<file path="src/rtl/alu_arbiter_if.sv">
// alu_arbiter_if: request/response handshakes for both ports plus the ALU link.
// The master side is the environment; the slave side is the arbiter.
interface alu_arbiter_if #(
  parameter int WIDTH = 4,
  parameter int OPW   = 2
);
  logic             p0_valid;
  logic             p0_ready;
  logic [WIDTH-1:0] p0_inA;
  logic [WIDTH-1:0] p0_inB;
  logic [OPW-1:0]   p0_op;
  logic             p0_rsp_valid;
  logic             p0_rsp_ready;
  logic [WIDTH-1:0] p0_ans;

  logic             p1_valid;
  logic             p1_ready;
  logic [WIDTH-1:0] p1_inA;
  logic [WIDTH-1:0] p1_inB;
  logic [OPW-1:0]   p1_op;
  logic             p1_rsp_valid;
  logic             p1_rsp_ready;
  logic [WIDTH-1:0] p1_ans;

  logic [WIDTH-1:0] alu_inA;
  logic [WIDTH-1:0] alu_inB;
  logic [OPW-1:0]   alu_op;
  logic [WIDTH-1:0] alu_ans;

  modport master (
    output p0_valid, p0_inA, p0_inB, p0_op,
    output p0_rsp_ready,
    input  p0_ready, p0_rsp_valid, p0_ans,
    output p1_valid, p1_inA, p1_inB, p1_op,
    output p1_rsp_ready,
    input  p1_ready, p1_rsp_valid, p1_ans,
    input  alu_inA, alu_inB, alu_op,
    output alu_ans
  );

  modport slave (
    input  p0_valid, p0_inA, p0_inB, p0_op,
    input  p0_rsp_ready,
    output p0_ready, p0_rsp_valid, p0_ans,
    input  p1_valid, p1_inA, p1_inB, p1_op,
    input  p1_rsp_ready,
    output p1_ready, p1_rsp_valid, p1_ans,
    output alu_inA, alu_inB, alu_op,
    input  alu_ans
  );
endinterface

</file>
<file path="src/rtl/alu_arbiter.sv">
// alu_arbiter: two requesters share one combinational ALU (IDLE/EXEC/RESP).
// Define ALU_ARB_FIXED_PRIO_EN for fixed port-0 tie priority (default round-robin).
module alu_arbiter #(
  parameter int WIDTH = 4,
  parameter int OPW   = 2
) (
  input logic         clk,
  input logic         reset,
  alu_arbiter_if.slave bus
);

  typedef enum logic [1:0] {
    IDLE = 2'd0,
    EXEC = 2'd1,
    RESP = 2'd2
  } state_t;

  state_t state_q;
  state_t state_d;
  logic   owner_q;
  logic   last_q;
  logic   tie;
  logic   grant;
  logic   idle;
  logic   acc;
  logic   own_rr;
  logic   done;

`ifdef ALU_ARB_FIXED_PRIO_EN
  assign tie = 1'b0;
`else
  assign tie = ~last_q;
`endif

  always_comb begin
    grant = 1'b0;
    unique case (1'b1)
      (bus.p0_valid & bus.p1_valid):
        grant = tie;
      (bus.p1_valid & ~bus.p0_valid):
        grant = 1'b1;
      default:
        grant = 1'b0;
    endcase
  end

  // ready is held low while reset is asserted
  always_comb begin
    idle         = (state_q == IDLE) & ~reset;
    bus.p0_ready = idle & bus.p0_valid & ~grant;
    bus.p1_ready = idle & bus.p1_valid & grant;
    acc          = bus.p0_ready | bus.p1_ready;
    own_rr       = owner_q ? bus.p1_rsp_ready
                           : bus.p0_rsp_ready;
    done         = (state_q == RESP) & own_rr;
  end

  always_comb begin
    state_d = state_q;
    unique case (state_q)
      IDLE: if (acc) state_d = EXEC;
      EXEC: state_d = RESP;
      RESP: if (own_rr) state_d = IDLE;
      default: state_d = IDLE;
    endcase
  end

  always_ff @(posedge clk) begin
    if (reset) state_q <= IDLE;
    else       state_q <= state_d;
  end

  always_ff @(posedge clk) begin
    if (reset) begin
      owner_q <= 1'b0;
      last_q  <= 1'b1;
    end else begin
      if (acc)  owner_q <= grant;
      if (done) last_q  <= owner_q;
    end
  end

  always_ff @(posedge clk) begin
    if (reset) begin
      bus.alu_inA <= '0;
      bus.alu_inB <= '0;
      bus.alu_op  <= '0;
    end else if (acc) begin
      bus.alu_inA <= grant ? bus.p1_inA : bus.p0_inA;
      bus.alu_inB <= grant ? bus.p1_inB : bus.p0_inB;
      bus.alu_op  <= grant ? bus.p1_op  : bus.p0_op;
    end
  end

  // only the owner's response registers ever change
  always_ff @(posedge clk) begin
    if (reset) begin
      bus.p0_rsp_valid <= 1'b0;
      bus.p1_rsp_valid <= 1'b0;
      bus.p0_ans       <= '0;
      bus.p1_ans       <= '0;
    end else if (state_q == EXEC) begin
      if (owner_q) begin
        bus.p1_rsp_valid <= 1'b1;
        bus.p1_ans       <= bus.alu_ans;
      end else begin
        bus.p0_rsp_valid <= 1'b1;
        bus.p0_ans       <= bus.alu_ans;
      end
    end else if (done) begin
      if (owner_q) bus.p1_rsp_valid <= 1'b0;
      else         bus.p0_rsp_valid <= 1'b0;
    end
  end

endmodule

</file>
<file path="src/flat_wrapper.sv">
// flat-port wrapper written by rule: the top's interface ports become plain ports
module alu_arbiter_flat 
#(
  parameter int WIDTH = 4,
  parameter int OPW   = 2
)
  (clk, reset, bus_p0_valid, bus_p0_inA, bus_p0_inB, bus_p0_op, bus_p0_rsp_ready, bus_p0_ready, bus_p0_rsp_valid, bus_p0_ans, bus_p1_valid, bus_p1_inA, bus_p1_inB, bus_p1_op, bus_p1_rsp_ready, bus_p1_ready, bus_p1_rsp_valid, bus_p1_ans, bus_alu_inA, bus_alu_inB, bus_alu_op, bus_alu_ans);
  alu_arbiter_if #(.WIDTH(WIDTH), .OPW(OPW)) bus_i ();
  input logic clk;
  input logic reset;
  input wire logic [$bits(bus_i.p0_valid)-1:0] bus_p0_valid;
  input wire logic [$bits(bus_i.p0_inA)-1:0] bus_p0_inA;
  input wire logic [$bits(bus_i.p0_inB)-1:0] bus_p0_inB;
  input wire logic [$bits(bus_i.p0_op)-1:0] bus_p0_op;
  input wire logic [$bits(bus_i.p0_rsp_ready)-1:0] bus_p0_rsp_ready;
  output wire logic [$bits(bus_i.p0_ready)-1:0] bus_p0_ready;
  output wire logic [$bits(bus_i.p0_rsp_valid)-1:0] bus_p0_rsp_valid;
  output wire logic [$bits(bus_i.p0_ans)-1:0] bus_p0_ans;
  input wire logic [$bits(bus_i.p1_valid)-1:0] bus_p1_valid;
  input wire logic [$bits(bus_i.p1_inA)-1:0] bus_p1_inA;
  input wire logic [$bits(bus_i.p1_inB)-1:0] bus_p1_inB;
  input wire logic [$bits(bus_i.p1_op)-1:0] bus_p1_op;
  input wire logic [$bits(bus_i.p1_rsp_ready)-1:0] bus_p1_rsp_ready;
  output wire logic [$bits(bus_i.p1_ready)-1:0] bus_p1_ready;
  output wire logic [$bits(bus_i.p1_rsp_valid)-1:0] bus_p1_rsp_valid;
  output wire logic [$bits(bus_i.p1_ans)-1:0] bus_p1_ans;
  output wire logic [$bits(bus_i.alu_inA)-1:0] bus_alu_inA;
  output wire logic [$bits(bus_i.alu_inB)-1:0] bus_alu_inB;
  output wire logic [$bits(bus_i.alu_op)-1:0] bus_alu_op;
  input wire logic [$bits(bus_i.alu_ans)-1:0] bus_alu_ans;
  assign bus_i.p0_valid = bus_p0_valid;
  assign bus_i.p0_inA = bus_p0_inA;
  assign bus_i.p0_inB = bus_p0_inB;
  assign bus_i.p0_op = bus_p0_op;
  assign bus_i.p0_rsp_ready = bus_p0_rsp_ready;
  assign bus_p0_ready = bus_i.p0_ready;
  assign bus_p0_rsp_valid = bus_i.p0_rsp_valid;
  assign bus_p0_ans = bus_i.p0_ans;
  assign bus_i.p1_valid = bus_p1_valid;
  assign bus_i.p1_inA = bus_p1_inA;
  assign bus_i.p1_inB = bus_p1_inB;
  assign bus_i.p1_op = bus_p1_op;
  assign bus_i.p1_rsp_ready = bus_p1_rsp_ready;
  assign bus_p1_ready = bus_i.p1_ready;
  assign bus_p1_rsp_valid = bus_i.p1_rsp_valid;
  assign bus_p1_ans = bus_i.p1_ans;
  assign bus_alu_inA = bus_i.alu_inA;
  assign bus_alu_inB = bus_i.alu_inB;
  assign bus_alu_op = bus_i.alu_op;
  assign bus_i.alu_ans = bus_alu_ans;
  alu_arbiter #(.WIDTH(WIDTH), .OPW(OPW)) u_core (.clk(clk), .reset(reset), .bus(bus_i));
endmodule
</file>
<file path="config.mk">
export PLATFORM = sky130hd
export DESIGN_NAME = alu_arbiter_flat
export DESIGN_NICKNAME = d
export VERILOG_FILES = /design/src/rtl/alu_arbiter_if.sv /design/src/rtl/alu_arbiter.sv /design/src/flat_wrapper.sv
export SDC_FILE = /design/constraint.sdc
export NUM_CORES = 1
export LEC_CHECK = 0
export BUFFER_PORTS_ARGS = -buffer_cell sky130_fd_sc_hd__buf_2
export CAP_MARGIN = 20
export CORE_MARGIN = 2
export CORE_UTILIZATION = 23
export CTS_BUF_LIST = sky130_fd_sc_hd__clkbuf_2 sky130_fd_sc_hd__clkbuf_4 sky130_fd_sc_hd__clkbuf_8
export DETAILED_ROUTE_END_ITERATION = 6
export GPL_TIMING_DRIVEN = 1
export SLEW_MARGIN = 20
export SYNTH_ARGS = -nofsm -noshare
export SYNTH_HDL_FRONTEND = slang
export SYNTH_SLANG_ARGS = --single-unit
</file>
<file path="constraint.sdc">
create_clock -name clk -period 1.9 [get_ports clk]
set_clock_uncertainty 0.15 [all_clocks]
set_input_delay 0.38 -clock clk [delete_from_list [all_inputs] [get_ports clk]]
set_output_delay 0.38 -clock clk [all_outputs]
set_load 0.05 [all_outputs]
</file>
==> results of run 1 <==
[area by class of cell]
cell class,instances,area (um2)
fillers,505,3171
multi-input cells,84,581.8
flip-flops and latches,24,480.5
repair buffers,59,324.1
well taps,67,83.83
clock buffers,3,41.29
clock inverters,1,30.03
inverters,3,11.26
[flip-flops by register name (all words and copies together), names as in the netlist]
| register | flops |
|---|---|
| u_core.bus.p0_ans | 4 |
| u_core.bus.p1_ans | 4 |
| u_core.bus.alu_inB | 4 |
| u_core.bus.p1_rsp_valid | 1 |
| u_core.owner_q | 1 |
| u_core.state_q | 2 |
| u_core.last_q | 1 |
| u_core.bus.alu_inA | 4 |
| u_core.bus.p0_rsp_valid | 1 |
| u_core.bus.alu_op | 2 |
[kinds of logic (layout without fill, tap and decap cells)]
| logic type | Yosys count | in the layout | synth area share |
|---|---|---|---|
| DFF | 24 | 24 | 0.4248 |
| muxes | 8 | 8 | 0.07080 |
| and+or+nand+nor | 54 | 54 | 0.3053 |
| AOI/OAI and AO/OA | 22 | 22 | 0.1128 |
| buffers and inverters | 16 | 66 | 0.08628 |
[timing repair]
item	CTS	global route
hold endpoints to repair	0	0
setup endpoints to repair	2	1
resized for setup	3	1
[cells in the final DEF, fill, tap and decap left out, drive strengths merged, types with 2 or more instances in the layout]
| master | synthesis | routed |
|---|---|---|
| inv | 3 | 3 |
| nor2 | 10 | 10 |
| nor3 | 11 | 11 |
| a21oi | 13 | 13 |
| nor2b | 3 | 3 |
| dfxtp | 24 | 24 |
| buf | 8 | 59 |
| a211oi | 2 | 2 |
| or2 | 3 | 3 |
| o21ai | 2 | 2 |
| clkbuf | 5 | 3 |
| a31oi | 2 | 2 |
| nor3b | 2 | 2 |
| nor4 | 21 | 21 |
| mux2i | 8 | 8 |
[through the flow]
stage               hold WS, ps  power (W)  TNS (ps)  setup slack [ps]  cells
floorplan                 355.5  0.0008985    -131.4            -131.4    124
global placement          319.3  0.0009892         0             253.0    237
detailed placement        327.8  0.0009937         0             245.2    237
CTS                       202.2   0.001455         0             13.83    241
global route              218.8   0.001505         0             7.646    241
finish                    206.1   0.001438         0             71.99    241
[worst reg2reg max path: cells and delay by family, from the launching register on]
kind            cells  cell delay, ps
flops               1             330
simple gates        2             660
buf+inv             1             160
compound gates      1             120
[path summary, 6_finish.rpt]
kind / from / to / slack, ps / cells past startpoint
setup reg to reg: u_core.state_q[1] / u_core.bus.alu_inA[1] / 390 / 4
hold reg to reg: u_core.bus.p0_ans[0] / u_core.bus.p0_ans[0] / 350 / 2
setup / recovery: u_core.state_q[1] / bus_p0_ready / 70 / 3
hold / removal: bus_alu_ans[1] / u_core.bus.p1_ans[1] / 210 / 3
[power groups by stage]
| stage | Sequential (W) | Clock [W] | Combinational [W] |
|---|---|---|---|
| after floorplan | 0.000706 | 0 | 0.000193 |
| after global placement | 0.000580 | 0 | 0.000409 |
| after detailed placement | 0.000582 | 0 | 0.000412 |
| after CTS | 0.000571 | 0.000469 | 0.000415 |
| after global routing | 0.000577 | 0.000481 | 0.000448 |
| final | 0.000570 | 0.000454 | 0.000414 |
[per-layer routing]
layer,wire (um),track usage,part of all wire,vias up
li1,-,-,-,552
met1,1379,0.1354,0.45,508
met2,1491,0.2024,0.49,29
met3,154,0.02575,0.050,4
met4,37,0.04646,0.012,0
met5,0,0,0,-
==> out/metrics.yaml, run 1 <==
final_layout:
  area_growth_pct: 37.28
  drive_above_1_share: 0.4368
  final_util: 0.3287
  nets: 205
  diodes: 0
  design_area_um2: 1553
routing:
  drt-vias-per-instance: 4.535
  ant_nets: 0
  drt-wirelength-per-cell_um: 12.71
  drt_iter0_drc: 34
  via_count: 1093
  wl_mm: 3.063
  drc_errors: 0
  dr.pass1.iters: 4
clock_tree:
  path_clk_slew_ps: 90
  cts_hold_buf: 0
  clock-root-buffer: "clkbuf_8"
  clock-sinks: 24
  cts_setup_buffers: 0
  clock_latency_ps: 270
  ctsLongestPathBuffers: 2
  tritoncts: "built"
  h-tree-depth: 1
  cts_buffers: 3
synth:
  syn_inst: 124
  netlist.top_cell.by_area: "dfxtp_1"
  synth_edf_count: 0
  synth_area_leaders: "dfxtp_1, nor4_1, mux2i_1, nor4_2, a21oi_1"
  ys.flop_type: "dfxtp_1"
  syn-cell-area_um2: 1131
  syn_nets: 154
  yosysTopAreaCellShare: 0.4248
  synth_cell_types: 29
  synthTopCellsByCount: "dfxtp_1, nor4_1, a21oi_1"
  ys_seq_area_frac: 0.4248
  synth_most_common_cell: "dfxtp_1"
  ys_seq_elements: 24
  yosysWarnings: 0
  synthArstFlopShare: 0
  postSynthAreaPerCell_um2: 9.122
sta:
  min_period_over_period: 0.9621
  slew_headroom: 0.6762
  drv_slew: 0
  fmax_ghz: 0.5470
  period_needed_ps: 1828
  finalSetupViolations: 0
  tightestPinTransition_ps: 483.6
  finalHoldViolCount: 0
  rsz0062_at_grt: "no"
global_route:
  grt_use_total: 0.1152
  grt_pass1_wl_mm: 4.919
  grt_overflow: 0
  grt_max_degree: 24
  grt_pass1_vias: 1088
  grt_antenna_before_repair: 0
worst_setup_path:
  worstPathRequired_ps: 1370
  slowest_stage: "dfxtp_1"
  cp_cell_sequence: "or2_4 -> nor4_4 -> buf_6"
  path_delay_family: "simple AND/OR/NAND/NOR gates"
  critPathMaxFanout: 3
  crit_buf_inv: 1
  critPathCaptureType: "output port"
  cp.arrival_ps: 1300
  start_kind: "flop"
  slowest_delay_ps: 330
  path_class: "reg -> out"
place:
  place_area_um2: 1470
  place.gp.congestion: 0.6969
  placement.io_buffers: 51
  place_hpwl_mm: 2.253
status:
  outcome: "finished, final reports clean"
hold_path:
  hold_path.class: "in -> reg"
pwr:
  power.density_nw_per_um2: 926.3
  intPower_w: 0.0009619
  p_sw_w: 0.0004765
  p_comb_frac: 0.288
  vdd_drop_max_mv: 0.2768
  swShare: 0.3313
  pwr-share-seq: 0.396
  p_clk_frac: 0.316
  leakagePower_nw: 0.6913
floorplanning:
  core_um2: 4723
  start_util: 0.2395
  die_x_um: 74.13
  io_pins: 52
  die_h_um: 74.13
  rows: 25
  die-area_um2: 5495
run:
  drv_cap: 0
No activity file was read; power rests on OpenSTA's default activity.
==> run 2, diff against run 1 <==
--- a/config.mk
+++ b/config.mk
@@ -5,12 +5,12 @@
 export SDC_FILE = /design/constraint.sdc
 export NUM_CORES = 1
 export LEC_CHECK = 0
-export BUFFER_PORTS_ARGS = -buffer_cell sky130_fd_sc_hd__buf_2
 export CAP_MARGIN = 20
 export CORE_MARGIN = 2
 export CORE_UTILIZATION = 23
 export CTS_BUF_LIST = sky130_fd_sc_hd__clkbuf_2 sky130_fd_sc_hd__clkbuf_4 sky130_fd_sc_hd__clkbuf_8
 export DETAILED_ROUTE_END_ITERATION = 6
+export DONT_BUFFER_PORTS = 1
 export GPL_TIMING_DRIVEN = 1
 export SLEW_MARGIN = 20
 export SYNTH_ARGS = -nofsm -noshare
==> constraint.sdc (replaced) <==
create_clock -name clk -period 2.1 [get_ports clk]
set_clock_uncertainty 0.15 [all_clocks]
set_input_delay 0.42 -clock clk [delete_from_list [all_inputs] [get_ports clk]]
set_output_delay 0.42 -clock clk [all_outputs]
set_load 0.05 [all_outputs]
==> out/metrics.yaml, run 2 (synthesis gave the netlist of run 1 again) <==
status:
  outcome: "finished, final reports clean"
routing:
  via_count: 918  # -16%
  ant_nets: 0  # unchanged
  dr.pass1.iters: 4  # unchanged
  drc_errors: 0  # unchanged
  drt-vias-per-instance: 4.832  # +6.5%
  wl_mm: 2.969  # -3.1%
  drt-wirelength-per-cell_um: 15.63  # +23%
  drt_iter0_drc: 33  # -2.9%
global_route:
  grt_pass1_wl_mm: 4.491  # -8.7%
  grt_use_total: 0.1110  # -0.004120
  grt_overflow: 0  # unchanged
  grt_pass1_vias: 897  # -18%
  grt_antenna_before_repair: 0  # unchanged
  grt_max_degree: 27  # +13%
floorplanning:
  start_util: 0.2395  # unchanged
  core_um2: 4723  # unchanged
  io_pins: 52  # unchanged
  die-area_um2: 5495  # unchanged
  rows: 25  # unchanged
  die_x_um: 74.13  # unchanged
  die_h_um: 74.13  # unchanged
final_layout:
  mostFrequentLayoutCells: "dfxtp_1, nor4_1, a21oi_1"
  diodes: 0  # unchanged
  area_growth_pct: 13.61
  nets: 154  # -25%
  final_common_cell: "dfxtp_1"
  final_util: 0.2721  # -0.05669
  drive_above_1_share: 0.2033  # -0.2335
run:
  drv_cap: 0  # unchanged
worst_setup_path:
  crit_path_end: "bus_p0_ready"
  rr_startpoint: "u_core.state_q[0]"
  cp.arrival_ps: 1410  # +110 ps
  cp_cell_sequence: "or2_4 -> nor4_4 -> buf_4"
  slowest_stage: "dfxtp_1"
  critPathCaptureType: "output port"
  worstPathRequired_ps: 1530  # +160 ps
  critPathMaxFanout: 10  # +7
  r2r_cells: 4  # unchanged
  reg2reg_slack_ps: 550  # +160 ps
  r2r-end: "u_core.bus.alu_inB[1]"
  slowest_delay_ps: 400  # +70 ps
  path_class: "reg -> out"
  start_kind: "flop"
  crit_path_start: "u_core.state_q[0]"
clock_tree:
  clock-root-buffer: "clkbuf_8"
  cts_hold_buf: 0  # unchanged
  cts_setup_buffers: 0  # unchanged
  clock-sinks: 24  # unchanged
  h-tree-depth: 1  # unchanged
  path_clk_slew_ps: 90  # about the same
  ctsLongestPathBuffers: 2  # unchanged
  ctsResizeCount: 0  # -3
  cts_buffers: 3  # unchanged
  clock_latency_ps: 270  # about the same
  tritoncts: "built"
sta:
  worst_slack_ps: 116.4  # +44.42 ps
  fmax_ghz: 0.5041
  finalSetupTns_ps: 0  # unchanged
  finalHoldViolCount: 0  # unchanged
  min_period_over_period: 0.9446
  finalSetupViolations: 0  # unchanged
  tightestPinTransition_ps: 553.7  # +70.15 ps
  whs_ps: 61.55  # -144.6 ps
  rsz0062_at_grt: "no"
  slew_headroom: 0.6304  # -0.04586
  drv_slew: 0  # unchanged
  period_needed_ps: 1984
place:
  place_hpwl_mm: 2.208  # -2.0%
  place.gp.congestion: 0.6831  # -2.0%
  placement.io_buffers: 0  # -100%
  post-place-ws_ps: 359.9  # +114.7 ps
pwr:
  vdd_drop_max_mv: 0.2621  # -5.3%
  power.density_nw_per_um2: 891.0  # -3.8%
  leakagePower_nw: 0.4602  # -33%
hold_path:
  hold_path.class: "in -> reg"
## run 2: cell count changes in the layout (fill, tap and decap cells not counted), sizes merged
cell / before / now
buf: 59 / 8
bufinv: 1 / 0
clkbuf: 3 / 4
## run 2: worst min path at each step
| stage | end | slack [ps] | depth (start not counted) | start |
|---|---|---|---|---|
| 2_1_floorplan | u_core.last_q | 360 | 2 | u_core.last_q |
| 3_3_place_gp | u_core.owner_q | 340 | 1 | reset |
| 3_5_place_dp | u_core.owner_q | 350 | 1 | reset |
| 4_1_cts | u_core.owner_q | 40 | 1 | reset |
| 5_1_grt | u_core.owner_q | 40 | 1 | reset |
| 6_report | u_core.owner_q | 60 | 1 | reset |
## run 2: area by class of cell
| class | count | area (um2) |
|---|---|---|
| tap | 67 | 83.83 |
| sequential | 24 | 480.5 |
| clock buffer | 4 | 55.05 |
| multi-input combinational | 84 | 581.8 |
| fill | 505 | 3438 |
| inverter | 3 | 11.26 |
| timing repair buffer | 8 | 72.57 |
## run 2: metal layers
layer  GRT usage  wire length (um)  up-vias
li1            -                 -      451
met1      0.1298              1262      440
met2      0.1825              1453       23
met3     0.03659               206        4
met4     0.05455                48        0
met5           0                 0        -
## run 2: worst max-delay path, delay by kind of cell (launching register included)
| family | cells | cell delay [ps] |
|---|---|---|
| buffers and inverters | 1 | 230 |
| flip-flops | 1 | 400 |
| AND/OR/NAND/NOR | 2 | 510 |
## run 2: through the flow
step | cells | total power, W | area (um2)
floorplan | 124 | 0.0008129 | 1157
global placement | 186 | 0.0008303 | 1227
detailed placement | 186 | 0.0008351 | 1227
CTS | 190 | 0.001164 | 1282
global route | 190 | 0.001200 | 1285
finish | 190 | 0.001145 | 1285
## run 2: where the power goes
part	total (W)	switching [W]	internal, W	leakage, nW
clock	0.000322	0.000154	0.000168	0.0288
combinational	0.000182	0.000101	0.0000808	0.234
sequential	0.000641	0.000147	0.000494	0.197
total	0.00114	0.000402	0.000743	0.460
==> run 3, diff against run 2 <==
--- a/config.mk
+++ b/config.mk
@@ -5,8 +5,9 @@
 export SDC_FILE = /design/constraint.sdc
 export NUM_CORES = 1
 export LEC_CHECK = 0
+export ABC_AREA = 1
 export CAP_MARGIN = 20
-export CORE_MARGIN = 2
+export CORE_MARGIN = 10
 export CORE_UTILIZATION = 23
 export CTS_BUF_LIST = sky130_fd_sc_hd__clkbuf_2 sky130_fd_sc_hd__clkbuf_4 sky130_fd_sc_hd__clkbuf_8
 export DETAILED_ROUTE_END_ITERATION = 6
==> out/metrics.yaml, run 3 <==
status:
  outcome: "finished, final reports clean"
synth:
  synth_cell_types: 16  # -45%
  synth_edf_count: 0  # unchanged
  ys_seq_area_frac: 0.3922  # -0.03254
  synthTopCellsByCount: "nand2_1, inv_1, nand3_1"
  synth_most_common_cell: "nand2_1"
  synth_area_leaders: "dfxtp_1, nand2_1, nand3_1, inv_1, nor2_1"
  ys.flop_type: "dfxtp_1"
  synthArstFlopShare: 0  # unchanged
  netlist.top_cell.by_area: "dfxtp_1"
  ys_seq_elements: 24  # unchanged
  syn_nets: 226  # +47%
  syn-cell-area_um2: 1225  # +8.3%
  postSynthAreaPerCell_um2: 6.250  # -31%
  yosysTopAreaCellShare: 0.3922  # -0.03254
  yosysWarnings: 0  # unchanged
  syn_inst: 196  # +58%
global_route:
  grt_antenna_before_repair: 0  # unchanged
  grt_pass1_vias: 962  # +7.2%
  grt_use_total: 0.07557  # -0.03548
  grt_max_degree: 15  # -44%
  grt_overflow: 0  # unchanged
  grt_pass1_wl_mm: 5.257  # +17%
worst_setup_path:
  path_class: "reg -> out"
  critPathCaptureType: "output port"
  start_kind: "flop"
  slowest_delay_ps: 330  # -70 ps
  cp_num_cells: 6  # +3
  cp_cell_sequence: "nand2_2 -> nand2_4 -> inv_2 -> nand2_1 -> inv_1 -> buf_12"
  worstPathRequired_ps: 1530  # about the same
  path_delay_family: "simple AND/OR/NAND/NOR gates"
  slowest_stage: "dfxtp_1"
  critPathMaxFanout: 12  # +2
  cp.arrival_ps: 1330  # -80 ps
  crit_buf_inv: 3  # +2
  r2r_cells: 5  # +1
floorplanning:
  die-area_um2: 8644  # +57%
  io_pins: 52  # unchanged
  start_util: 0.2383  # -0.001155
  die_h_um: 92.98  # +25%
  die_x_um: 92.98  # +25%
  rows: 26  # +4.0%
  core_um2: 5140  # +8.8%
sta:
  finalHoldViolCount: 0  # unchanged
  tightestPinTransition_ps: 651.9  # +98.22 ps
  rsz0062_at_grt: "no"
  drv_slew: 0  # unchanged
  finalSetupTns_ps: 0  # unchanged
  min_period_over_period: 0.9052  # -0.03936
  period_needed_ps: 1901  # -82.66 ps
  slew_headroom: 0.5638  # -0.06658
  finalSetupViolations: 0  # unchanged
  fmax_ghz: 0.5261  # +4.3%
clock_tree:
  ctsLongestPathBuffers: 2  # unchanged
  cts_setup_buffers: 0  # unchanged
  cts_buffers: 3  # unchanged
  tritoncts: "built"
  clock-root-buffer: "clkbuf_8"
  clock-sinks: 24  # unchanged
  clock_latency_ps: 270  # about the same
  cts_hold_buf: 0  # unchanged
  h-tree-depth: 1  # unchanged
  path_clk_slew_ps: 90  # about the same
  ctsResizeCount: 0  # unchanged
final_layout:
  mostFrequentLayoutCells: "nand2_1, inv_1, nand3_1"
  drive_above_1_share: 0.07216  # -0.1311
  diodes: 0  # unchanged
  area_growth_pct: 11.13
  design_area_um2: 1361  # +5.9%
  final_common_cell: "nand2_1"
  nets: 225  # +46%
place:
  place_area_um2: 1290  # +5.1%
  place.gp.congestion: 0.7170  # +5.0%
  placement.io_buffers: 0  # unchanged
  place_hpwl_mm: 2.675  # +21%
routing:
  drt-wirelength-per-cell_um: 12.67  # -19%
  wl_mm: 3.345  # +13%
  ant_nets: 0  # unchanged
  drc_errors: 0  # unchanged
  via_count: 1043  # +14%
  drt-vias-per-instance: 3.951  # -18%
  drt_iter0_drc: 116  # +250%
  dr.pass1.iters: 4  # unchanged
pwr:
  leakagePower_nw: 0.7381  # +60%
  power.density_nw_per_um2: 874.8  # -1.8%
  vdd_drop_max_mv: 0.2294  # -12%
hold_path:
  hold_path_depth: 1  # unchanged
  hold_path.class: "in -> reg"
run:
  drv_cap: 0  # unchanged
-- run 3: changes by cell type in the layout (fill, tap and decap cells not counted), sizes merged, moves of 2 or more --
cell    change
a211oi      -2
a21oi       -2
nor2b       -3
nand3      +32
nand2      +60
or2         -3
buf         -4
a31oi       -2
inv        +36
nor3b       -2
nor4       -21
mux2i       -8
nor2        +8
nor3       -11
-- run 3: path summary, 6_finish.rpt --
| path | from | endpoint | slack, ps |
|---|---|---|---|
| max | u_core.last_q | bus_p1_ready | 200 |
| min | reset | u_core.bus.p1_ans[3] | 60 |
| max reg2reg | u_core.state_q[0] | u_core.bus.p1_ans[2] | 480 |
| min reg2reg | u_core.last_q | u_core.last_q | 350 |
-- run 3: layer usage --
layer  vias up  share of wire  track usage
met1       438           0.40      0.07900
met2        21           0.50       0.1273
met5         -              0            0
li1        582              -            -
met4         0          0.015      0.03856
met3         2          0.087      0.03197
-- run 3: layout make-up --
type	count	area [um2]
timing repair buffer	4	42.54
tap	70	87.58
sequential	24	480.5
clock buffer	3	41.29
multi-input combinational	123	533.0
fill	605	3779
clock inverter	1	30.03
inverter	39	146.4
-- run 3: where the power goes --
group / total [W] / internal [W] / switching [W]
Sequential: 0.000620 / 0.000490 / 0.000130
Clock: 0.000408 / 0.000255 / 0.000154
Combinational: 0.000162 / 0.0000599 / 0.000102
Total: 0.00119 / 0.000805 / 0.000386
-- run 3: stage by stage --
| step | worst slack, ps | power, W | hold slack (ps) | instances | utilization |
|---|---|---|---|---|---|
| global placement | 395.6 | 0.0007938 | 328.9 | 260 | 0.2510 |
| detailed placement | 378.6 | 0.0007962 | 332.1 | 260 | 0.2510 |
| CTS | 178.4 | 0.001207 | 49.42 | 264 | 0.2648 |
| global route | 62.52 | 0.001252 | 36.54 | 264 | 0.2648 |
| finish | 199.1 | 0.001191 | 55.45 | 264 | 0.2648 |
| floorplan | 103.8 | 0.0007691 | 298.0 | 196 | - |
-- run 3: cells by family after synthesis --
logic type      after synthesis  share of synthesized area
buf+inv                      49                     0.1726
compound gates               12                    0.05209
simple gates                111                     0.3830
flops                        24                     0.3922
